===== src/rtl/fir_pkg.sv =====
// Shared types and constants for the FIR frame sequencer.
package fir_pkg;

    localparam int unsigned DATA_WIDTH   = 8;
    localparam int unsigned SIZE_WIDTH   = 12;
    localparam int unsigned TAP_NUMS     = 3;
    localparam int unsigned MIN_SIZE     = TAP_NUMS;
    localparam int unsigned FLUSH_LINES  = (TAP_NUMS - 1) / 2;
    localparam int unsigned DRAIN_CYCLES = 8;
    localparam int unsigned DRAIN_WIDTH  = $clog2(DRAIN_CYCLES + 1);

    typedef enum logic [2:0] {
        ST_IDLE,
        ST_ACTIVE,
        ST_FLUSH,
        ST_DRAIN,
        ST_DONE
    } state_t;

    // One pixel beat as presented to the FIR
    typedef struct packed {
        logic [DATA_WIDTH-1:0] data;
        logic                  first_ln;
        logic                  last_ln;
        logic                  flush;
        logic [SIZE_WIDTH-1:0] x;
        logic [SIZE_WIDTH-1:0] y;
    } fir_beat_t;

endpackage


===== src/rtl/fir_frame_seq_if.sv =====
// Pixel input stream and FIR output stream of the frame sequencer.
interface fir_frame_seq_if;

    logic                          in_valid_i;
    logic                          in_ready_o;
    logic [fir_pkg::DATA_WIDTH-1:0] in_data_i;
    logic                          fir_ready_i;
    logic                          fir_ce_o;
    logic [fir_pkg::DATA_WIDTH-1:0] fir_data_o;
    logic                          fir_first_ln_o;
    logic                          fir_last_ln_o;
    logic                          fir_flush_o;
    logic [fir_pkg::SIZE_WIDTH-1:0] x_o;
    logic [fir_pkg::SIZE_WIDTH-1:0] y_o;

    // Sequencer side
    modport master (
        input  in_valid_i, in_data_i, fir_ready_i,
        output in_ready_o, fir_ce_o, fir_data_o, fir_first_ln_o,
               fir_last_ln_o, fir_flush_o, x_o, y_o
    );

    // Source / FIR side
    modport slave (
        output in_valid_i, in_data_i, fir_ready_i,
        input  in_ready_o, fir_ce_o, fir_data_o, fir_first_ln_o,
               fir_last_ln_o, fir_flush_o, x_o, y_o
    );

endinterface


===== src/rtl/fir_xy_cnt.sv =====
// Raster x/y counter: position of the next pixel to issue, plus line/frame flags.
module fir_xy_cnt
    import fir_pkg::*;
(
    input  logic                  clk,
    input  logic                  rst,
    input  logic                  clear,
    input  logic                  en,
    input  logic [SIZE_WIDTH-1:0] h_size,
    input  logic [SIZE_WIDTH-1:0] v_size,
    output logic [SIZE_WIDTH-1:0] x,
    output logic [SIZE_WIDTH-1:0] y,
    output logic                  first_ln,
    output logic                  last_ln,
    output logic                  last_pix,
    output logic                  last_flush
);

    logic x_wrap;

    assign x_wrap     = (x == h_size - SIZE_WIDTH'(1));
    assign first_ln   = (y == '0);
    assign last_ln    = (y == v_size - SIZE_WIDTH'(1));
    assign last_pix   = x_wrap && last_ln;
    // Flush rows continue past the frame, so the last one sits at v_size+FLUSH_LINES-1
    assign last_flush = x_wrap && (y == v_size + SIZE_WIDTH'(FLUSH_LINES) - SIZE_WIDTH'(1));

    // Advance x, wrapping into the next row
    always_ff @(posedge clk or posedge rst) begin
        if (rst) begin
            x <= '0;
            y <= '0;
        end else if (clear) begin
            x <= '0;
            y <= '0;
        end else if (en) begin
            if (x_wrap) begin
                x <= '0;
                y <= y + SIZE_WIDTH'(1);
            end else begin
                x <= x + SIZE_WIDTH'(1);
            end
        end
    end

endmodule


===== src/rtl/fir_frame_seq.sv =====
// Frame sequencer: feeds one pixel per enabled cycle to the 3-tap 2D FIR,
// pads the frame with flush lines, drains the pipeline and signals done.
module fir_frame_seq
    import fir_pkg::*;
(
    input  logic                  clk,
    input  logic                  rst,
    input  logic                  start_i,
    input  logic [SIZE_WIDTH-1:0] h_size_i,
    input  logic [SIZE_WIDTH-1:0] v_size_i,
    output logic                  busy_o,
    output logic                  done_o,
    output logic                  cfg_err_o,
    fir_frame_seq_if.master       bus
);

    state_t                 state, state_next;
    logic [SIZE_WIDTH-1:0]  h_size, v_size;
    logic [DRAIN_WIDTH-1:0] drain_cnt;
    logic [SIZE_WIDTH-1:0]  cnt_x, cnt_y;
    logic                   cnt_first_ln, cnt_last_ln, cnt_last_pix, cnt_last_flush;
    logic                   cfg_ok, accept, reject, cnt_en, xfer;
    logic                   ce_q, ce_d;
    fir_beat_t              beat_q, beat_d;

    assign bus.in_ready_o = (state == ST_ACTIVE) && bus.fir_ready_i;
    assign xfer           = bus.in_valid_i && bus.in_ready_o;
    assign cfg_ok         = (h_size_i >= SIZE_WIDTH'(MIN_SIZE)) && (v_size_i >= SIZE_WIDTH'(MIN_SIZE));

    fir_xy_cnt u_xy_cnt (
        .clk        (clk),
        .rst        (rst),
        .clear      (accept),
        .en         (cnt_en),
        .h_size     (h_size),
        .v_size     (v_size),
        .x          (cnt_x),
        .y          (cnt_y),
        .first_ln   (cnt_first_ln),
        .last_ln    (cnt_last_ln),
        .last_pix   (cnt_last_pix),
        .last_flush (cnt_last_flush)
    );

    // State register
    always_ff @(posedge clk or posedge rst) begin
        if (rst) state <= ST_IDLE;
        else     state <= state_next;
    end

    // Next state and the beat to register for the FIR
    always_comb begin
        state_next      = state;
        accept          = 1'b0;
        reject          = 1'b0;
        cnt_en          = 1'b0;
        ce_d            = 1'b0;
        beat_d          = beat_q;
        beat_d.first_ln = 1'b0;
        beat_d.last_ln  = 1'b0;
        beat_d.flush    = 1'b0;
        case (state)
            ST_IDLE: begin
                if (start_i) begin
                    if (cfg_ok) begin
                        accept     = 1'b1;
                        state_next = ST_ACTIVE;
                    end else begin
                        reject     = 1'b1;
                    end
                end
            end
            ST_ACTIVE: begin
                if (xfer) begin
                    cnt_en = 1'b1;
                    ce_d   = 1'b1;
                    beat_d = '{data: bus.in_data_i, first_ln: cnt_first_ln, last_ln: cnt_last_ln,
                               flush: 1'b0, x: cnt_x, y: cnt_y};
                    if (cnt_last_pix) state_next = ST_FLUSH;
                end
            end
            ST_FLUSH: begin
                if (bus.fir_ready_i) begin
                    cnt_en = 1'b1;
                    ce_d   = 1'b1;
                    beat_d = '{data: '0, first_ln: 1'b0, last_ln: 1'b0,
                               flush: 1'b1, x: cnt_x, y: cnt_y};
                    if (cnt_last_flush) state_next = ST_DRAIN;
                end
            end
            ST_DRAIN: begin
                if (drain_cnt == DRAIN_WIDTH'(DRAIN_CYCLES - 1)) state_next = ST_DONE;
            end
            ST_DONE: begin
                state_next = ST_IDLE;
            end
            default: begin
                state_next = ST_IDLE;
            end
        endcase
    end

    // Frame sizes latched on an accepted start
    always_ff @(posedge clk or posedge rst) begin
        if (rst) begin
            h_size <= '0;
            v_size <= '0;
        end else if (accept) begin
            h_size <= h_size_i;
            v_size <= v_size_i;
        end
    end

    // Pipeline drain counter, idle outside DRAIN
    always_ff @(posedge clk or posedge rst) begin
        if (rst)                    drain_cnt <= '0;
        else if (state == ST_DRAIN) drain_cnt <= drain_cnt + DRAIN_WIDTH'(1);
        else                        drain_cnt <= '0;
    end

    // Registered status and FIR outputs
    always_ff @(posedge clk or posedge rst) begin
        if (rst) begin
            busy_o    <= 1'b0;
            done_o    <= 1'b0;
            cfg_err_o <= 1'b0;
            ce_q      <= 1'b0;
            beat_q    <= '0;
        end else begin
            busy_o    <= (state != ST_IDLE);
            done_o    <= (state == ST_DONE);
            cfg_err_o <= reject;
            ce_q      <= ce_d;
            beat_q    <= beat_d;
        end
    end

    assign bus.fir_ce_o       = ce_q;
    assign bus.fir_data_o     = beat_q.data;
    assign bus.fir_first_ln_o = beat_q.first_ln;
    assign bus.fir_last_ln_o  = beat_q.last_ln;
    assign bus.fir_flush_o    = beat_q.flush;
    assign bus.x_o            = beat_q.x;
    assign bus.y_o            = beat_q.y;

endmodule

===== src/flat_wrapper.sv =====
// flat-port wrapper written by rule: the top's interface ports become plain ports
module fir_frame_seq_flat import fir_pkg::*;
  (clk, rst, start_i, h_size_i, v_size_i, busy_o, done_o, cfg_err_o, bus_in_valid_i, bus_in_data_i, bus_fir_ready_i, bus_in_ready_o, bus_fir_ce_o, bus_fir_data_o, bus_fir_first_ln_o, bus_fir_last_ln_o, bus_fir_flush_o, bus_x_o, bus_y_o);
  fir_frame_seq_if bus_i ();
  input  logic clk;
  input  logic rst;
  input  logic start_i;
  input  logic [SIZE_WIDTH-1:0] h_size_i;
  input  logic [SIZE_WIDTH-1:0] v_size_i;
  output logic busy_o;
  output logic done_o;
  output logic cfg_err_o;
  input wire logic [$bits(bus_i.in_valid_i)-1:0] bus_in_valid_i;
  input wire logic [$bits(bus_i.in_data_i)-1:0] bus_in_data_i;
  input wire logic [$bits(bus_i.fir_ready_i)-1:0] bus_fir_ready_i;
  output wire logic [$bits(bus_i.in_ready_o)-1:0] bus_in_ready_o;
  output wire logic [$bits(bus_i.fir_ce_o)-1:0] bus_fir_ce_o;
  output wire logic [$bits(bus_i.fir_data_o)-1:0] bus_fir_data_o;
  output wire logic [$bits(bus_i.fir_first_ln_o)-1:0] bus_fir_first_ln_o;
  output wire logic [$bits(bus_i.fir_last_ln_o)-1:0] bus_fir_last_ln_o;
  output wire logic [$bits(bus_i.fir_flush_o)-1:0] bus_fir_flush_o;
  output wire logic [$bits(bus_i.x_o)-1:0] bus_x_o;
  output wire logic [$bits(bus_i.y_o)-1:0] bus_y_o;
  assign bus_i.in_valid_i = bus_in_valid_i;
  assign bus_i.in_data_i = bus_in_data_i;
  assign bus_i.fir_ready_i = bus_fir_ready_i;
  assign bus_in_ready_o = bus_i.in_ready_o;
  assign bus_fir_ce_o = bus_i.fir_ce_o;
  assign bus_fir_data_o = bus_i.fir_data_o;
  assign bus_fir_first_ln_o = bus_i.fir_first_ln_o;
  assign bus_fir_last_ln_o = bus_i.fir_last_ln_o;
  assign bus_fir_flush_o = bus_i.fir_flush_o;
  assign bus_x_o = bus_i.x_o;
  assign bus_y_o = bus_i.y_o;
  fir_frame_seq u_core (.clk(clk), .rst(rst), .start_i(start_i), .h_size_i(h_size_i), .v_size_i(v_size_i), .busy_o(busy_o), .done_o(done_o), .cfg_err_o(cfg_err_o), .bus(bus_i));
endmodule

===== config.mk =====
export PLATFORM = sky130hd
export DESIGN_NAME = fir_frame_seq_flat
export DESIGN_NICKNAME = d
export VERILOG_FILES = /design/src/rtl/fir_pkg.sv /design/src/rtl/fir_frame_seq_if.sv /design/src/rtl/fir_xy_cnt.sv /design/src/rtl/fir_frame_seq.sv /design/src/flat_wrapper.sv
export SDC_FILE = /design/constraint.sdc
export NUM_CORES = 1
export LEC_CHECK = 0
export CAP_MARGIN = 20
export CORE_UTILIZATION = 25
export DETAILED_ROUTE_END_ITERATION = 10
export HOLD_SLACK_MARGIN = 0.08
export PLACE_DENSITY = 0.47
export REMOVE_ABC_BUFFERS = 1
export SYNTH_ARGS = -nofsm -noshare
export SYNTH_HDL_FRONTEND = slang
export SYNTH_SLANG_ARGS = --single-unit

===== constraint.sdc =====
create_clock -name clk -period 10.45 [get_ports clk]
set_clock_uncertainty 0.2 [all_clocks]
set_input_delay 2.6125 -clock clk [delete_from_list [all_inputs] [get_ports clk]]
set_output_delay 2.6125 -clock clk [all_outputs]
set_load 0.03 [all_outputs]

==> metrics.txt <==
outcome=completed; area of placed instances=6130 µm²; design area=6410 µm²; Synth Register Bits=94; CP startpoint kind=input port; CP max-delay cell=clkdlybuf4s50_1; part of the Yosys area used for sequential elements=0.458; hold depth=1; die width=145 µm; initial antenna violation count=0; H-tree levels=3; Top FF cell, synth=dfrtp_1; crit path DAT=4.38 ns; Post-Syn Instances=549; DRT Wirelength=13,100 µm; TritonRoute pass-1 iters=4; Hold Vio Cnt, Final=0; Sequential Power Share=0.443; root buffer cell=clkbuf_16; worst vdd ir=0.0719 mV; most frequent cell on the critical path=clkdlybuf4s50_1; DIE AREA=21,100 µm²; Worst-path clk slew=0.06 ns; core area=20,200 µm²; pwr dens=173 nW/µm²; worst path required time=7.64 ns; Logic pwr share=0.266; f_max=139 MHz; postcts setup bufs=0; Min Hold Slack=0.264 ns; drc violations=0; fraction of final layout cells with drive strength greater than 1=0.0987; Port Buffers=76; reg2reg setup slack=6.76 ns; nets=646; Vias/cell=4.71; count of final setup violators=0; switching part of the total=0.329; Bufs on Longest Clock Path=2; Slew @ Worst Pin=0.828 ns; Layout area overhead=24.9%; crit-path max FO=12; largest cells by area after synthesis=dfrtp_1 (46%), nand2_1 (6.8%), nand3_1 (6.4%); vias in the first global route=4,165; P_leak=2.75 nW; critical path, cell by cell=clkdlybuf4s50_1 > and3b_1 > clkdlybuf4s50_1; Clk pwr share=0.292; Psw=365 µW; Yosys cell types=53; hold buffers post-CTS=0; post_cts resized=0; largest net degree at the start of global routing=55; Fin Setup TNS=0 ns; Setup CP Type=in2out; via count=4,132; Mapped Avg Cell Area=9.35 µm²; max cap viols=0; post-detail-place hpwl=9350 µm; max-slew violation count=0; Fill cells=2,095; first-pass GRT wire length=21,700 µm; period utilization=0.688; routability-driven placement congestion ratio=0.820; worst skew pair latency=0.35 ns; clock buffer count from CTS=9; Internal Power=745 µW; Post-DRT Antenna Nets=0; Die H=145 µm; asr flop ratio synth=1.00; Initial Utilization=0.254; gr ovfl total=0; Routed wire per std cell=14.9 µm; GRT Resource Usage Total=0.129; critical path's largest stage delay=0.77 ns; R2R depth=7; synth warn=0; # diodes=0; RSZ-0062 raised after global routing=no; HP Class=reg2reg; post-synth top area share=0.458; CTS sink cnt=94; leading area contributor after synthesis=dfrtp_1; First DRT Iteration DRCs=181; num rows=52; max_slew headroom=0.447; Top Ports=77; post-route minimum period=7.19 ns; Worst setup EP type=primary output; TritonCTS clock tree=yes; Post-synth EDFFs=0; mapped cell area=5130 µm²
[Yosys cell counts (2+ instances only)]
master	number
o211ai_1	5
xor2_1	20
and2_1	2
buf_6	2
clkbuf_1	32
mux2_2	26
nor2b_1	4
a22o_1	2
nand4b_1	2
nand2_1	93
nand3b_1	3
nor3_1	15
nand3_1	66
nand4_1	9
buf_1	3
a31oi_1	7
and3_1	9
o21ai_0	10
nor4_1	15
a211oi_1	5
a21oi_1	8
nor2_1	17
ha_1	6
nor3b_1	4
nor4bb_1	2
a21o_1	2
or4_1	2
mux2i_1	13
o31ai_1	4
dfrtp_1	94
or3_1	6
nand2b_1	9
nor4b_2	2
inv_1	16
xnor2_1	16
[registers in the layout, indices dropped and copies added (netlist names)]
register,count
u_core.bus.fir_ce_o,1
u_core.h_size,12
u_core.u_xy_cnt.y,12
u_core.v_size,12
u_core.drain_cnt,4
u_core.bus.fir_data_o,8
u_core.u_xy_cnt.x,12
u_core.cfg_err_o,1
u_core.bus.y_o,12
u_core.bus.x_o,12
u_core.bus.fir_flush_o,1
u_core.bus.fir_first_ln_o,1
u_core.bus.fir_last_ln_o,1
u_core.done_o,1
u_core.busy_o,1
u_core.state,3
[routing by layer]
layer / part of all wire / vias to the layer above / global-route usage
li1: - / 2038 / -
met1: 0.49 / 2003 / 0.174
met2: 0.45 / 70 / 0.203
met3: 0.033 / 21 / 0.0245
met4: 0.019 / 0 / 0.0505
met5: 0 / - / 0
[area by class of cell]
class,instances,area [µm²],area share
clock inverter,4,47.5,0.00742
tap,270,338,0.0527
inverter,17,65.1,0.0101
sequential,94,2350,0.367
timing repair buffer,81,798,0.125
clock buffer,12,236,0.0369
multi-input combinational,400,2570,0.401
[per-stage QoR]
step                      power, mW   util  cells  setup slack [ns]
final                          1.11  0.318    878              3.26
after global routing           1.17  0.318    878              3.21
after CTS                      1.12  0.318    878              3.27
after detailed placement      0.794  0.304    862              3.27
after global placement        0.785  0.304    862              3.33
after floorplan               0.693      -    511              4.08
[worst max-delay path, delay by kind of cell]
family | cells | cell delay [ns]
buffers and inverters | 2 | 1.27
AND/OR/NAND/NOR | 1 | 0.49
[layout by cell type (no fill, tap or decap), types with 9 or more instances in the layout]
cell / n
dfrtp_1: 94
inv_1: 15
mux2i_1: 13
nor4_1: 14
nand4_1: 9
mux2_2: 26
o21ai_0: 10
xor2_1: 20
nor2_1: 17
clkbuf_16: 9
clkdlybuf4s50_1: 76
and3_1: 9
nand2_1: 93
nand2b_1: 9
xnor2_1: 16
nor3_1: 15
nand3_1: 66
[final timing paths]
kind                                startpoint                    end
max reg2reg                   u_core.h_size[3]  u_core.u_xy_cnt.y[10]
max in group asynchronous                  rst   u_core.u_xy_cnt.x[4]
max                            bus_fir_ready_i         bus_in_ready_o
min                        u_core.drain_cnt[0]    u_core.drain_cnt[0]
min in group asynchronous                  rst      u_core.bus.x_o[7]
min reg2reg                u_core.drain_cnt[0]    u_core.drain_cnt[0]
[cell families after synthesis]
kind of cell	Yosys count	synth area share
adder cells (fa/ha/maj)	6	0.0146
buffers and inverters	55	0.0434
AND/OR/NAND/NOR	269	0.271
AO/OA/AOI/OAI	50	0.0685
flip-flops	94	0.458
multiplexers	39	0.0824
XOR/XNOR	36	0.0614
[power groups by stage]
| stage | sequential (mW) | clock [mW] | combinational [mW] |
|---|---|---|---|
| floorplan | 0.496 | 0 | 0.196 |
| global placement | 0.495 | 0 | 0.290 |
| detailed placement | 0.498 | 0 | 0.296 |
| CTS | 0.491 | 0.334 | 0.297 |
| global route | 0.500 | 0.350 | 0.324 |
| finish | 0.492 | 0.324 | 0.295 |
No activity file was read; power rests on OpenSTA's default activity.
